## config.mk

```make
export PLATFORM = sky130hd
export DESIGN_NAME = memory_access_unit_flat
export DESIGN_NICKNAME = d
export VERILOG_FILES = /design/src/rtl/memory_access_unit_if.sv /design/src/rtl/memory_access_unit.sv /design/src/flat_wrapper.sv
export SDC_FILE = /design/constraint.sdc
export NUM_CORES = 1
export LEC_CHECK = 0
export ABC_AREA = 1
export BUFFER_PORTS_ARGS = -buffer_cell sky130_fd_sc_hd__buf_2
export CORE_MARGIN = 2
export CORE_UTILIZATION = 45
export CTS_BUF_LIST = sky130_fd_sc_hd__clkbuf_4
export DETAILED_ROUTE_END_ITERATION = 6
export PLACE_DENSITY = 0.86
export SETUP_SLACK_MARGIN = 0.5
export SLEW_MARGIN = 0
export SYNTH_ARGS = -nofsm -noshare
export SYNTH_HDL_FRONTEND = slang
export SYNTH_SLANG_ARGS = --single-unit
```

## constraint.sdc

```tcl
create_clock -name clk -period 7.31 [get_ports clk]
set_input_delay 0.3655 -clock clk [delete_from_list [all_inputs] [get_ports clk]]
set_output_delay 0.3655 -clock clk [all_outputs]
set_load 0.1 [all_outputs]
```

## src/rtl/memory_access_unit_if.sv

```systemverilog
// Word-addressed memory bus between the memory access unit (master) and the memory system (slave).
// A transfer is held on the bus while bus_req is high and completes in the cycle bus_ack is high.
interface memory_access_unit_if;
    logic        bus_req;
    logic        bus_we;
    logic [31:0] bus_addr;
    logic [3:0]  bus_be;
    logic [31:0] bus_wdata;
    logic        bus_ack;
    logic [31:0] bus_rdata;

    modport master (
        output bus_req,
        output bus_we,
        output bus_addr,
        output bus_be,
        output bus_wdata,
        input  bus_ack,
        input  bus_rdata
    );

    modport slave (
        input  bus_req,
        input  bus_we,
        input  bus_addr,
        input  bus_be,
        input  bus_wdata,
        output bus_ack,
        output bus_rdata
    );
endinterface

```

## src/rtl/memory_access_unit.sv

```systemverilog
// Memory-stage load/store unit: stalls the pipeline while one bus access is outstanding, with wait timeout.
// Optional feature macro MAU_MISALIGN_TRAP_EN: trap misaligned half/word accesses instead of issuing them.
module memory_access_unit #(
    parameter int TIMEOUT_CYCLES = 255
) (
    input  logic                        clk,
    input  logic                        reset,
    input  logic                        MemReadM,
    input  logic                        MemWriteM,
    input  logic [1:0]                  SizeM,
    input  logic [31:0]                 ALUResultM,
    input  logic [31:0]                 WriteDataM,
    output logic [31:0]                 ReadDataM,
    output logic                        StallM,
    output logic                        BusErrM,
    output logic                        MisalignM,
    memory_access_unit_if.master        bus
);

    typedef enum logic [1:0] {
        IDLE = 2'b00,
        REQ  = 2'b01,
        DONE = 2'b10
    } state_t;

    localparam int            CW        = $clog2(TIMEOUT_CYCLES + 1);
    localparam logic [CW-1:0] LAST_WAIT = CW'(TIMEOUT_CYCLES - 1);

    state_t      state_q, state_d;
    logic [CW-1:0] wait_q;
    logic        err_q;
    logic [31:0] addr_q;
    logic [31:0] wdata_q;
    logic [1:0]  size_q;
    logic        we_q;

    logic access;
    logic misaligned;
    logic latch;
    logic stall_c;
    logic misalign_c;
    logic timeout;
    logic rd_ack;

    assign access = MemReadM | MemWriteM;

`ifdef MAU_MISALIGN_TRAP_EN
    assign misaligned = ((SizeM == 2'b01) & ALUResultM[0]) | (SizeM[1] & (|ALUResultM[1:0]));
`else
    assign misaligned = 1'b0;
`endif

    assign timeout = (state_q == REQ) & ~bus.bus_ack & (wait_q == LAST_WAIT);
    assign rd_ack  = (state_q == REQ) & bus.bus_ack & ~we_q;

    // NOTE: every always_comb output gets a default before the case, so no path can infer a latch.
    always_comb begin
        state_d    = state_q;
        stall_c    = 1'b0;
        misalign_c = 1'b0;
        latch      = 1'b0;
        case (state_q)
            IDLE: begin
                if (access) begin
                    if (misaligned) begin
                        misalign_c = 1'b1;
                    end else begin
                        stall_c = 1'b1;
                        latch   = 1'b1;
                        state_d = REQ;
                    end
                end
            end
            REQ: begin
                stall_c = 1'b1;
                if (bus.bus_ack || timeout) state_d = DONE;
            end
            DONE:    state_d = IDLE;
            default: state_d = IDLE;
        endcase
    end

    // NOTE: the IDLE-state outputs are combinational from the pipeline inputs, so they are also
    // gated by reset to drop the instant reset asserts, not just after the state register clears.
    assign StallM    = stall_c & reset;
    assign MisalignM = misalign_c & reset;
    assign BusErrM   = err_q;

    // NOTE: sequential state uses non-blocking assignments so every register samples pre-edge values.
    always_ff @(posedge clk or negedge reset) begin
        if (!reset) begin
            state_q   <= IDLE;
            wait_q    <= '0;
            err_q     <= 1'b0;
            we_q      <= 1'b0;
            ReadDataM <= '0;
        end else begin
            state_q <= state_d;
            err_q   <= timeout;
            if (latch) begin
                wait_q <= '0;
                we_q   <= MemWriteM;
            end else if ((state_q == REQ) && !bus.bus_ack) begin
                wait_q <= wait_q + 1'b1;
            end
            if (rd_ack) begin
                ReadDataM <= bus.bus_rdata;
            end else if (timeout) begin
                ReadDataM <= '0;
            end
        end
    end

    // NOTE: address/data/size are pure datapath, only looked at while bus_req is high, so no reset.
    always_ff @(posedge clk) begin
        if (latch) begin
            addr_q  <= ALUResultM;
            wdata_q <= WriteDataM;
            size_q  <= SizeM;
        end
    end

    always_comb begin
        bus.bus_be    = 4'b1111;
        bus.bus_wdata = wdata_q;
        case (size_q)
            2'b00: begin
                bus.bus_be    = 4'b0001 << addr_q[1:0];
                bus.bus_wdata = {4{wdata_q[7:0]}};
            end
            2'b01: begin
                bus.bus_be    = 4'b0011 << {addr_q[1], 1'b0};
                bus.bus_wdata = {2{wdata_q[15:0]}};
            end
            default: begin
                bus.bus_be    = 4'b1111;
                bus.bus_wdata = wdata_q;
            end
        endcase
    end

    assign bus.bus_req  = (state_q == REQ);
    assign bus.bus_we   = (state_q == REQ) & we_q;
    assign bus.bus_addr = {addr_q[31:2], 2'b00};

endmodule

```

## src/flat_wrapper.sv

```systemverilog
// flat-port wrapper written by rule: the top's interface ports become plain ports
module memory_access_unit_flat 
#(
    parameter int TIMEOUT_CYCLES = 255
)
  (clk, reset, MemReadM, MemWriteM, SizeM, ALUResultM, WriteDataM, ReadDataM, StallM, BusErrM, MisalignM, bus_bus_req, bus_bus_we, bus_bus_addr, bus_bus_be, bus_bus_wdata, bus_bus_ack, bus_bus_rdata);
  memory_access_unit_if bus_i ();
  input  logic clk;
  input  logic reset;
  input  logic MemReadM;
  input  logic MemWriteM;
  input  logic [1:0] SizeM;
  input  logic [31:0] ALUResultM;
  input  logic [31:0] WriteDataM;
  output logic [31:0] ReadDataM;
  output logic StallM;
  output logic BusErrM;
  output logic MisalignM;
  output wire logic [$bits(bus_i.bus_req)-1:0] bus_bus_req;
  output wire logic [$bits(bus_i.bus_we)-1:0] bus_bus_we;
  output wire logic [$bits(bus_i.bus_addr)-1:0] bus_bus_addr;
  output wire logic [$bits(bus_i.bus_be)-1:0] bus_bus_be;
  output wire logic [$bits(bus_i.bus_wdata)-1:0] bus_bus_wdata;
  input wire logic [$bits(bus_i.bus_ack)-1:0] bus_bus_ack;
  input wire logic [$bits(bus_i.bus_rdata)-1:0] bus_bus_rdata;
  assign bus_bus_req = bus_i.bus_req;
  assign bus_bus_we = bus_i.bus_we;
  assign bus_bus_addr = bus_i.bus_addr;
  assign bus_bus_be = bus_i.bus_be;
  assign bus_bus_wdata = bus_i.bus_wdata;
  assign bus_i.bus_ack = bus_bus_ack;
  assign bus_i.bus_rdata = bus_bus_rdata;
  memory_access_unit #(.TIMEOUT_CYCLES(TIMEOUT_CYCLES)) u_core (.clk(clk), .reset(reset), .MemReadM(MemReadM), .MemWriteM(MemWriteM), .SizeM(SizeM), .ALUResultM(ALUResultM), .WriteDataM(WriteDataM), .ReadDataM(ReadDataM), .StallM(StallM), .BusErrM(BusErrM), .MisalignM(MisalignM), .bus(bus_i));
endmodule
```

Word-level counts from Yosys, hierarchy flattened:

Index checks and enable logic that the tools add are counted.

* $add $sub $neg: 1
* equality and inequality tests: 5
* shift-type cells: 2
* mux-type cells: 12
* bitwise logic cells: 9
* reductions and logical operators: 8

Operators by type and width (count)
* $mux W32: 2
* $pmux W32 S2: 1
* $mux W8: 2
* $add A8 B1 Y8 const B: 1
* $eq A8 B8 Y1 const B: 1
* $pmux W4 S2: 1
* $and A1 B1 Y1: 6
* $eq A2 B1 Y1 const B: 2
* $logic_not A2 Y1: 2
* $mux W2: 2
* $ne A2 B1 Y1 const B: 2
* $pmux W2 S2: 1
* $reduce_bool A2 Y1: 2
* $shl A1 B2 Y4 const A: 1
* $shl A2 B2 Y4 const A: 1
* $mux W1: 2
* $not A1 Y1: 2
* $pmux W1 S2: 1
* $reduce_and A2 Y1: 1
* $logic_and A1 B1 Y1: 1
* $logic_not A1 Y1: 1
* $logic_or A1 B1 Y1: 1
* $or A1 B1 Y1: 1

* bits in registers: 110
* input bits: 103
* output and inout bits: 105
* logic and storage cells: 45

Logic depth before layout (Yosys ltp):

Gate-level depths: netlist (run 1).

* depth in word-level cells: 6
* mapped depth: 7
* mapped depth without buffers: 7

Worst setup path before layout (run 1):

No wires, ideal clock.

* kind: register -> output
* start: register u_core.size_q[0]
* end: output bus_bus_wdata[12]
* arrival: 2.777 ns
* data required time: 6.944 ns
* setup slack: 4.168 ns
* stages on the path, launching flop included: 4
* buffers on the path: 1
* cells stage by stage: edfxtp_1 nor2_1 buf_2 o21ai_0

* word-level cells in the longest chain between the ends: 2
* elaborated cells between the ends (all ways): 3
* classes of those cells: eq/ne (1); mux (1); reduce/logical (1)

RTL lines
* from (decl): line memory_access_unit.sv:34 `logic [1:0] size_q;`
* from (signal assigned): line memory_access_unit.sv:119 `size_q <= SizeM;`
* $eq A2 B1 Y1 or $logic_not A2 Y1 (tied branches): line memory_access_unit.sv:126 `case (size_q)`
* $pmux W32 S2 (*): line memory_access_unit.sv:126
* to (decl): line flat_wrapper.sv:23 `output wire logic [$bits(bus_i.bus_wdata)-1:0] bus_bus_wdata;`

Mark *: on every way between the ends. The rest lies on a longest branch, timed or not.

Worst setup path after layout (run 1):

* start: register u_core.size_q[1]
* end: output bus_bus_wdata[30]

The elaborated chain is that of the path after synthesis.

==> qor.csv, run 1 <==
stage,metric,value,unit
synthesis,most frequent cell after synthesis,nand2_1,
clock_network,Setup Buffers After CTS,0,
clock_network,htree depth,3,
floorplanning,# rows,38,
floorplanning,I/O Pins,208,
setup_path,Worst Setup SP,u_core.size_q[1],
route,drt pass-1 iters,5,
setup_path,FF-to-FF setup slack,5.31,ns
setup_path,CP bufs+invs,1,
sta,RSZ-0062 raised after global routing,no,
synthesis,Yosys top cell area share,39.9,%
final_layout,fin util,57.8,%
grt,GR Overflow Total,0,
route,Vias/cell,4.84,
floorplanning,initial cell density of the core,46.0,%
route,DRC violations left,0,
job,max-capacitance violation count,0,
place,Port-buffer cells,204,
sta,"Slew Viols, Final",0,
floorplanning,die width,109,um
setup_path,Critical Path Start Type,flip-flop,
sta,f_max,316,MHz
setup_path,crit end category,output pin,
place,Place WS,4.77,ns
sta,max_slew headroom,32.6,%
setup_path,Worst path slowest cell,edfxtp_1,
synthesis,Synth async-reset ratio,40.0,%
final_layout,Final nets,726,
route,drt total wl,11.9,mm
synthesis,Synth Register Bits,110,
setup_path,worst endpoint required time,6.94,ns
route,Initial DRC Count,285,
setup_path,Max stage delay on crit path,0.72,ns
synthesis,"top cells by count, synth","89 x nand2_1, 66 x edfxtp_1, 50 x nand2_2",
grt,Tot GR Track Use,19.2,%
setup_path,crit path cell chain,nor2_1 -> nand2_1 -> o211ai_1 -> buf_2,
setup_path,Reg2Reg Depth,4,
sta,worst-margin pin slew,1.01,ns
sta,Hold Fails Final Rpt,0,
grt,largest net degree at the start of global routing,67,
synthesis,Yosys top cell by area,edfxtp_1,
final_layout,final instance area,6240,um^2
final_layout,synth-to-layout area growth,25.7,%
setup_path,CP max FO,22,
synthesis,Mapped Area,4960,um^2
route,via count,3709,
sta,Final WS setup,4.14,ns
sta,post-route setup TNS,0,ns
clock_network,Sink Count,110,
setup_path,Setup CP Type,reg -> out,
synthesis,register area share after synthesis,62.1,%
synthesis,Netlist cell types,31,
floorplanning,core area,10800,um^2
setup_path,Top delay family on crit path,simple AND/OR/NAND/NOR gates,
synthesis,"Top FF cell, synth",edfxtp_1,
clock_network,clock edge transition at the registers on the reported setup and hold paths,0.16,ns
final_layout,share of layout cells above drive strength 1,49.7,%
synthesis,Mapped Cells,421,
clock_network,clk_lat worst skew,0.47,ns
place,routability cong.,0.830,
route,wire per inst,15.5,um
clock_network,CTS Root Cell,clkbuf_4,
floorplanning,die area,11900,um^2
setup_path,Worst R2R Start,u_core.state_q[0],
grt,number of global-route vias before repair,3529,
floorplanning,DIE HEIGHT,109,um
outcome,status,finished clean,
place,hpwl dp,8.39,mm
clock_network,Max Root-Sink Buffers,2,
grt,antenna violations before repair,0,
sta,fin crit period,3.17,ns
setup_path,Crit path depth,4,
setup_path,CP Data Arrival Time,2.80,ns
synthesis,Yosys warnings,0,
clock_network,CTS Buf Count,9,
place,placed cell area,5730,um^2
synthesis,ranking of synthesized cells by area,"edfxtp_1 40%, dfrtp_1 22%, nand2_1 6.7%",
synthesis,Mean Syn Cell Area,11.8,um^2
final_layout,antenna diode count,0,
clock_network,CTS tree,built,
sta,period utilisation layout,43.3,%
sta,Clock Skew,0.0137,ns
synthesis,Post-synth EDFFs,66,
setup_path,FF-to-FF End,u_core.wdata_q[15],
sta,Finish-stage setup viols,0,
route,ANT nets after route,0,
grt,first-pass GRT wire length,17.1,mm
min_path,worst min-delay path class,in -> async,
metrics by stage:
step / hold WS, ns / std cells
3_5_place_dp: 0.488 / 713
5_1_grt: -0.00847 / 766
6_report: 0.0413 / 766
3_3_place_gp: 0.480 / 713
2_1_floorplan: 0.0699 / 423
4_1_cts: 0.0000418 / 746
flip-flops by register name, summed over array words and instances (netlist names):
name	count
u_core.BusErrM	1
u_core.addr_q	32
u_core.we_q	1
u_core.wait_q	8
u_core.wdata_q	32
u_core.state_q	2
u_core.size_q	2
u_core.ReadDataM	32
area by class of cell:
cell class | instances | area (um^2)
Fill cell | 896 | 4550
Sequential cell | 110 | 3080
Timing Repair Buffer | 242 | 1400
Multi-Input combinational cell | 233 | 1340
Tap cell | 140 | 175
Inverter | 25 | 98.8
Clock buffer | 10 | 75.1
Clock inverter | 6 | 68.8
cells by family (layout without fill, tap and decap cells):
kind of cell	Yosys count	in the layout	synth area share, %
and+or+nand+nor	203	203	23.4
adders and majority gates	2	2	0.504
DFF	110	110	62.1
buffers and inverters	80	283	11.0
AOI/OAI and AO/OA	25	25	2.85
other	1	3	0.0755
cell usage in the layout (no fill, tap or decap), types with 2 or more instances in the layout:
cell type,Yosys,routed
buf_2,2,204
nand2_1,89,89
edfxtp_1,66,66
nand2_2,50,50
dfrtp_1,44,44
dlygate4sd3_1,0,37
nand3_2,28,28
inv_1,20,19
nand3_1,14,14
nor2_1,11,11
o21ai_0,10,10
clkbuf_4,2,10
o21ai_1,7,7
inv_2,4,5
o211ai_1,4,4
nand4_1,4,4
inv_6,1,3
conb_1,1,3
nor2_4,2,2
a21oi_1,2,2
ha_1,2,2
clkinv_4,0,2
worst max-delay path by stage:
stage	endpoint
after floorplan	bus_bus_wdata[12]
after global placement	bus_bus_wdata[28]
after detailed placement	bus_bus_wdata[31]
after CTS	bus_bus_wdata[31]
after global routing	bus_bus_wdata[31]
final	bus_bus_wdata[30]
metal layers:
layer,vias up,global-route usage [%],routed length (um)
met1,1713,20.8,4330
met4,0,6.04,261
met5,-,0,0
met3,23,8.91,1360
met2,231,33.1,5940
li1,1742,-,-
what timing repair did:
action / in CTS / in global routing
hold buffers: 17 / 20
endpoints found under the hold margin: 17 / 20
resized for setup: 0 / 0
Power of run 1 is not shown: default switching activity piles up to over one toggle a cycle in this logic, so the estimate is an artifact.
==> inputs of run 2 (changes only) <==
ABC_AREA = 0   (was 1)
CORE_UTILIZATION = 44   (was 45)
PLACE_DENSITY = 0.89   (was 0.86)
clock period = 2.6 ns   (was 7.31 ns; I/O delays follow)
==> qor.csv, run 2 <==
stage,metric,value,unit,change
route,DRC violations left,0,,unchanged
min_path,hold path startpoint,MemReadM,,
route,wire per inst,16.8,um,+8.4%
clock_network,Sink Count,110,,unchanged
synthesis,Mapped Area,4560,um^2,-8.1%
synthesis,"Top FF cell, synth",edfxtp_1,,
grt,number of global-route vias before repair,3899,,+10%
setup_path,crit end category,output pin,,
floorplanning,core area,10200,um^2,-5.6%
floorplanning,DIE HEIGHT,106,um,-2.9%
route,drt total wl,13.0,mm,+9.5%
place,Port-buffer cells,204,,unchanged
grt,Tot GR Track Use,23.0,%,+3.8 points
grt,largest net degree at the start of global routing,74,,+10%
setup_path,Reg2Reg Depth,3,,-1
setup_path,Worst Setup SP,u_core.size_q[0],,
floorplanning,# rows,37,,-2.6%
sta,post-route setup TNS,0,ns,unchanged
final_layout,"commonest cells after routing, fill and taps aside","203 x buf_2, 102 x dlygate4sd3_1, 78 x nand2_1",,
synthesis,Yosys warnings,0,,unchanged
final_layout,synth-to-layout area growth,46.5,%,
outcome,status,finished clean,,
job,max-capacitance violation count,0,,unchanged
synthesis,Yosys top cell by area,edfxtp_1,,
grt,GR Overflow Total,0,,unchanged
place,routability cong.,0.762,,-8.3%
final_layout,Final nets,738,,+1.7%
synthesis,Synth Register Bits,110,,unchanged
synthesis,Synth async-reset ratio,40.0,%,unchanged
synthesis,Netlist cell types,38,,+23%
synthesis,Mapped Cells,364,,-14%
route,ANT nets after route,0,,unchanged
floorplanning,die area,11200,um^2,-5.8%
synthesis,most frequent cell after synthesis,nand2_1,,
final_layout,share of layout cells above drive strength 1,40.1,%,-9.6 points
clock_network,CTS tree,built,,
place,hpwl dp,7.48,mm,-11%
synthesis,"top cells by count, synth","78 x nand2_1, 66 x edfxtp_1, 44 x dfrtp_1, 44 x o21ai_0, 41 x buf_4",,
grt,first-pass GRT wire length,19.9,mm,+16%
synthesis,Post-synth EDFFs,66,,unchanged
sta,RSZ-0062 raised after global routing,no,,
clock_network,clk_lat worst skew,0.45,ns,-0.02 ns
setup_path,worst endpoint required time,2.47,ns,-4.47 ns
synthesis,Yosys top cell area share,43.4,%,+3.5 points
route,Vias/cell,5.02,,+3.7%
sta,max_slew headroom,32.0,%,-0.57 points
final_layout,"most common cell after layout, fill and taps aside",buf_2,,
synthesis,Mean Syn Cell Area,12.5,um^2,+6.3%
synthesis,register area share after synthesis,67.5,%,+5.4 points
final_layout,antenna diode count,0,,unchanged
floorplanning,initial cell density of the core,44.8,%,-1.2 points
sta,period utilisation layout,77.8,%,
min_path,worst min-delay path class,in -> reg,,
clock_network,Max Root-Sink Buffers,2,,unchanged
sta,worst-margin pin slew,1.02,ns,+0.00861 ns
clock_network,clock edge transition at the registers on the reported setup and hold paths,0.16,ns,about the same
sta,"Slew Viols, Final",0,,unchanged
route,drt pass-1 iters,5,,unchanged
setup_path,CP Data Arrival Time,1.89,ns,-0.91 ns
grt,antenna violations before repair,0,,unchanged
sta,f_max,494,MHz,
final_layout,biggest regs,"u_core.ReadDataM (32), u_core.addr_q (32), u_core.wdata_q (32)",,
sta,fin crit period,2.02,ns,
synthesis,ranking of synthesized cells by area,"edfxtp_1 43%, dfrtp_1 24%, buf_4 6.7%",,
sta,Hold Fails Final Rpt,0,,unchanged
clock_network,CTS Root Cell,clkbuf_4,,
setup_path,CP max FO,10,,-55%
clock_network,CTS Buf Count,9,,unchanged
min_path,hold depth,4,,
setup_path,Setup CP Type,reg -> out,,
route,via count,3887,,+4.8%
setup_path,Worst R2R Start,u_core.state_q[1],,
route,Initial DRC Count,341,,+20%
sta,Finish-stage setup viols,0,,unchanged
sta,Clock Skew,0.0207,ns,+0.00697 ns
floorplanning,die width,106,um,-2.9%
setup_path,Critical Path Start Type,flip-flop,,
clock_network,htree depth,3,,unchanged
floorplanning,I/O Pins,208,,unchanged
run 2: changes by cell type after synthesis, sizes merged, moves of 3 or more:
cell / delta
nand2: -62
nand3: -40
o21ai: +27
inv: -23
mux2: +16
clkbuf: +9
mux2i: +9
buf: -7
nor2: -6
nand4: -4
o211ai: -4
o21bai: +3
or3: +3
run 2: path summary, 6_finish.rpt:
path | endpoint | slack, ns
min reg2reg | u_core.ReadDataM[4] | 0.54
min | u_core.wait_q[7] | 0.12
min in group asynchronous | u_core.ReadDataM[30] | 0.37
max | bus_bus_wdata[26] | 0.58
max in group asynchronous | u_core.state_q[1] | 1.83
max reg2reg | u_core.ReadDataM[31] | 0.64
run 2: critical path: stages, from the launching register on:
cell      delay, ns
edfxtp_1       0.47
buf_4          0.23
mux2i_1        0.15
o21ai_2        0.17
buf_2          0.45
run 2: kinds of logic after synthesis:
| family | Yosys count | synth area share, % |
|---|---|---|
| xor gates and xnor gates | 1 | 0.192 |
| and+or+nand+nor | 107 | 10.4 |
| muxes | 25 | 5.92 |
| buffers and inverters | 59 | 8.33 |
| DFF | 110 | 67.5 |
| adders and majority gates | 2 | 0.548 |
| AOI/OAI and AO/OA | 59 | 7.02 |
| other | 1 | 0.0822 |
run 2: layout make-up:
class | count | area, um^2
Multi-Input combinational cell | 197 | 1170
Sequential cell | 110 | 3080
Inverter | 2 | 7.51
Clock buffer | 10 | 75.1
Timing Repair Buffer | 313 | 2130
Tap cell | 136 | 170
Fill cell | 714 | 3500
Clock inverter | 6 | 51.3
run 2: repair_timing:
item / 4_1_cts / 5_1_grt
pin swaps: 0 / 1
buffers inserted: 0 / 1
endpoints found under the hold margin: 144 / 0
endpoints found under the setup margin: 8 / 16
gates resized for setup: 2 / 2
hold buffers: 102 / 0
run 2: through the flow:
stage	hold slack [ns]	setup slack, ns	util (%)	instances	area [um^2]
detailed placement	0.302	0.693	54.1	655	5510
floorplan	-0.166	0.197	-	366	4610
CTS	0.0904	0.551	65.4	773	6660
global placement	0.282	0.758	54.1	655	5510
finish	0.120	0.577	65.7	774	6690
global route	0.104	0.517	65.7	774	6690
run 2: metal layers:
metal / GRT usage [%] / part of all wire [%] / vias to the layer above
li1: - / - / 1760
met1: 25.8 / 37 / 1853
met2: 40.8 / 52 / 238
met3: 6.37 / 8.8 / 36
met4: 9.96 / 2.9 / 0
met5: 0 / 0 / -
Power of run 2 is left out for the same reason.
==> inputs of run 3 (changes only) <==
clock period = 1.7 ns   (was 2.6 ns; I/O delays follow)
==> qor.csv, run 3 <==
stage,metric,value,unit,change
outcome,status,aborted with a tool error,,
outcome,Fail Step,5_1_grt,,
outcome,Err,"[ERROR DPL-0038] Utilization greater than 100%, impossible to legalize",,
synthesis,register area share after synthesis,67.5,%,unchanged
sta,GRT repair_timing worst endpoint,bus_bus_wdata[15],,
floorplanning,initial cell density of the core,44.8,%,unchanged
synthesis,most frequent cell after synthesis,nand2_1,,
synthesis,Synth Register Bits,110,,unchanged
synthesis,Yosys top cell area share,43.4,%,unchanged
place,placed insts,663,,+1.2%
synthesis,Yosys warnings,0,,unchanged
clock_network,htree depth,3,,unchanged
floorplanning,I/O Pins,208,,unchanged
sta,worst endpoint type,primary output,,
synthesis,Yosys top cell by area,edfxtp_1,,
clock_network,Sink Count,110,,unchanged
synthesis,Mapped Cells,364,,unchanged
synthesis,ranking of synthesized cells by area,"edfxtp_1 43%, dfrtp_1 24%, buf_4 6.7%",,
synthesis,Post-synth EDFFs,66,,unchanged
clock_network,Max Root-Sink Buffers,2,,unchanged
clock_network,CTS Buf Count,9,,unchanged
floorplanning,DIE HEIGHT,106,um,unchanged
floorplanning,# rows,37,,unchanged
synthesis,"top cells by count, synth","78 x nand2_1, 66 x edfxtp_1, 44 x dfrtp_1, 44 x o21ai_0, 41 x buf_4",,
place,routability cong.,0.777,,+2.0%
grt,largest net degree at the start of global routing,45,,
synthesis,"Top FF cell, synth",edfxtp_1,,
synthesis,Netlist cell types,38,,unchanged
place,Port-buffer cells,204,,unchanged
place,hpwl dp,8.57,mm,+15%
clock_network,CTS Root Cell,clkbuf_4,,
synthesis,Mean Syn Cell Area,12.5,um^2,unchanged
synthesis,Mapped Area,4560,um^2,unchanged
synthesis,Synth async-reset ratio,40.0,%,unchanged
floorplanning,die width,106,um,unchanged
==> run 3: cell counts after synthesis <==
Identical to the previous run, type by type.
==> run 3: stage by stage <==
step                      area (um^2)  TNS (ns)  worst slack [ns]  utilization [%]  hold WS [ns]
after global placement           6230         0            0.0720             61.2         0.194
after detailed placement         6230         0            0.0220             61.2         0.209
after CTS                        9430     -6.55            -0.178             92.6        0.0252
after floorplan                  4910    -35.01            -0.493                -        -0.211
==> run 3: cell families after synthesis <==
logic type / synth area share [%]
fa+ha+maj: 0.548
mux: 5.92
other cells: 0.0822
xor+xnor: 0.192
compound gates: 7.02
buf+inv: 8.33
simple gates: 10.4
flops: 67.5
==> run 3: timing repair <==
action	4_1_cts
hold buffers	103
resized for setup	336
endpoints found under the hold margin	144
pin swaps	52
gates cloned	16
buffers inserted	46
endpoints found under the setup margin	211
==> inputs of run 4 (changes only) <==
CORE_UTILIZATION = 30   (was 44)
CTS_BUF_LIST = unset   (was sky130_fd_sc_hd__clkbuf_4)
PLACE_DENSITY = unset   (was 0.89)
PLACE_DENSITY_LB_ADDON = 0.15   (was unset)
SETUP_SLACK_MARGIN = unset   (was 0.5)
clock period = 2.2 ns   (was 1.7 ns; I/O delays follow)
==> qor.csv, run 4 (synthesis gave the netlist of run 2 again) <==
stage,metric,value,unit,change
min_path,worst min-delay path class,in -> reg,,
final_layout,Fillers,1386,,
final_layout,"most common cell after layout, fill and taps aside",buf_2,,
setup_path,worst endpoint required time,2.41,ns,
clock_network,clk_lat worst skew,0.35,ns,
clock_network,clock edge transition at the registers on the reported setup and hold paths,0.07,ns,
sta,worst-margin pin slew,0.562,ns,
clock_network,CTS Root Cell,clkbuf_16,,
floorplanning,die area,16200,um^2,
final_layout,Final nets,739,,
route,DRC violations left,0,,
route,drt total wl,11.7,mm,
clock_network,CTS Buf Count,9,,unchanged
sta,RSZ-0062 raised after global routing,no,,
place,hpwl dp,7.51,mm,-12%
route,wire per inst,14.1,um,
sta,Finish-stage setup viols,0,,
clock_network,CTS tree,built,,
sta,"Slew Viols, Final",0,,
grt,number of global-route vias before repair,3601,,
setup_path,CP Data Arrival Time,2.12,ns,
place,Port-buffer cells,204,,unchanged
setup_path,Setup CP Type,reg -> reg,,
place,routability cong.,0.728,,-6.2%
clock_network,Setup Buffers After CTS,0,,-100%
final_layout,synth-to-layout area growth,51.8,%,
route,drt pass-1 iters,4,,
grt,first-pass GRT wire length,18.2,mm,
place,placed insts,712,,+7.4%
route,Vias/cell,4.37,,
job,max-capacitance violation count,0,,
floorplanning,core area,15000,um^2,
setup_path,Critical Path Start Type,flip-flop,,
grt,Tot GR Track Use,14.3,%,
sta,f_max,522,MHz,
floorplanning,die width,127,um,+20%
sta,Clock Skew,0.00788,ns,
clock_network,Sink Count,110,,unchanged
sta,period utilisation layout,87.0,%,
floorplanning,# rows,45,,+22%
final_layout,biggest regs,"u_core.ReadDataM (32), u_core.addr_q (32), u_core.wdata_q (32)",,
clock_network,htree depth,3,,unchanged
final_layout,share of layout cells above drive strength 1,39.9,%,
route,via count,3616,,
place,placed cell area,5650,um^2,-9.3%
final_layout,Reg area,3080,um^2,
floorplanning,I/O Pins,208,,unchanged
final_layout,antenna diode count,0,,
grt,GR Overflow Total,0,,
floorplanning,DIE HEIGHT,127,um,+20%
setup_path,CP max FO,33,,
route,ANT nets after route,0,,
final_layout,area of the multi-input gates,1160,um^2,
final_layout,"commonest cells after routing, fill and taps aside","201 x buf_2, 99 x dlygate4sd3_1, 78 x nand2_1",,
sta,Hold Fails Final Rpt,0,,
sta,Worst Hold Slack,0.0172,ns,
outcome,status,finished clean,,
clock_network,Max Root-Sink Buffers,2,,unchanged
grt,antenna violations before repair,0,,
final_layout,final instance area,6930,um^2,
sta,fin crit period,1.91,ns,
final_layout,Layout Cells excl Fill,827,,
route,Initial DRC Count,148,,
sta,max_slew headroom,62.5,%,
floorplanning,initial cell density of the core,30.4,%,-14 points
grt,largest net degree at the start of global routing,45,,
setup_path,crit end category,flip-flop,,
[run 4: repair_timing]
action / CTS / global route
gates resized for setup: 0 / 0
hold buffers: 99 / 0
hold endpoints to repair: 142 / 0
[run 4: final timing paths]
path	startpoint	end	slack, ns	depth (start not counted)
worst max-delay path	u_core.state_q[1]	u_core.ReadDataM[24]	0.29	4
worst min register to register	u_core.ReadDataM[8]	u_core.ReadDataM[8]	0.53	2
min in group asynchronous	reset	u_core.ReadDataM[8]	0.41	3
worst max register to register	u_core.state_q[1]	u_core.ReadDataM[24]	0.29	4
max in group asynchronous	reset	u_core.ReadDataM[24]	1.40	3
worst min-delay path	MemWriteM	u_core.we_q	0.02	2
[run 4: layout make-up]
cell class,count,share of cell area (%)
multi-input combinational,197,16.8
clock inverter,4,0.686
timing repair buffer,314,31.1
inverter,2,0.108
sequential,110,44.5
tap,188,3.40
clock buffer,12,3.41
[run 4: critical path: stages, from the launching register on]
cell,delay [ns]
dfrtp_1,0.51
or3b_1,0.55
nor3_2,0.21
buf_4,0.32
o21ai_0,0.17
[run 4: through the flow]
stage	setup WS, ns	setup TNS (ns)	util [%]
floorplan	-0.183	-1.99	-
global placement	0.371	0	37.6
detailed placement	0.295	0	37.6
CTS	0.272	0	46.1
global route	0.149	0	46.1
finish	0.286	0	46.1
[run 4: layer usage]
metal  up-vias  routed length [um]  GRT usage, %
met1      1694                5210          18.8
met5         -                   0             0
li1       1758                   -             -
met2       151                5280          22.3
met3        13                 949          3.77
met4         0                 243          6.53
Power of run 4 is left out for the same reason.
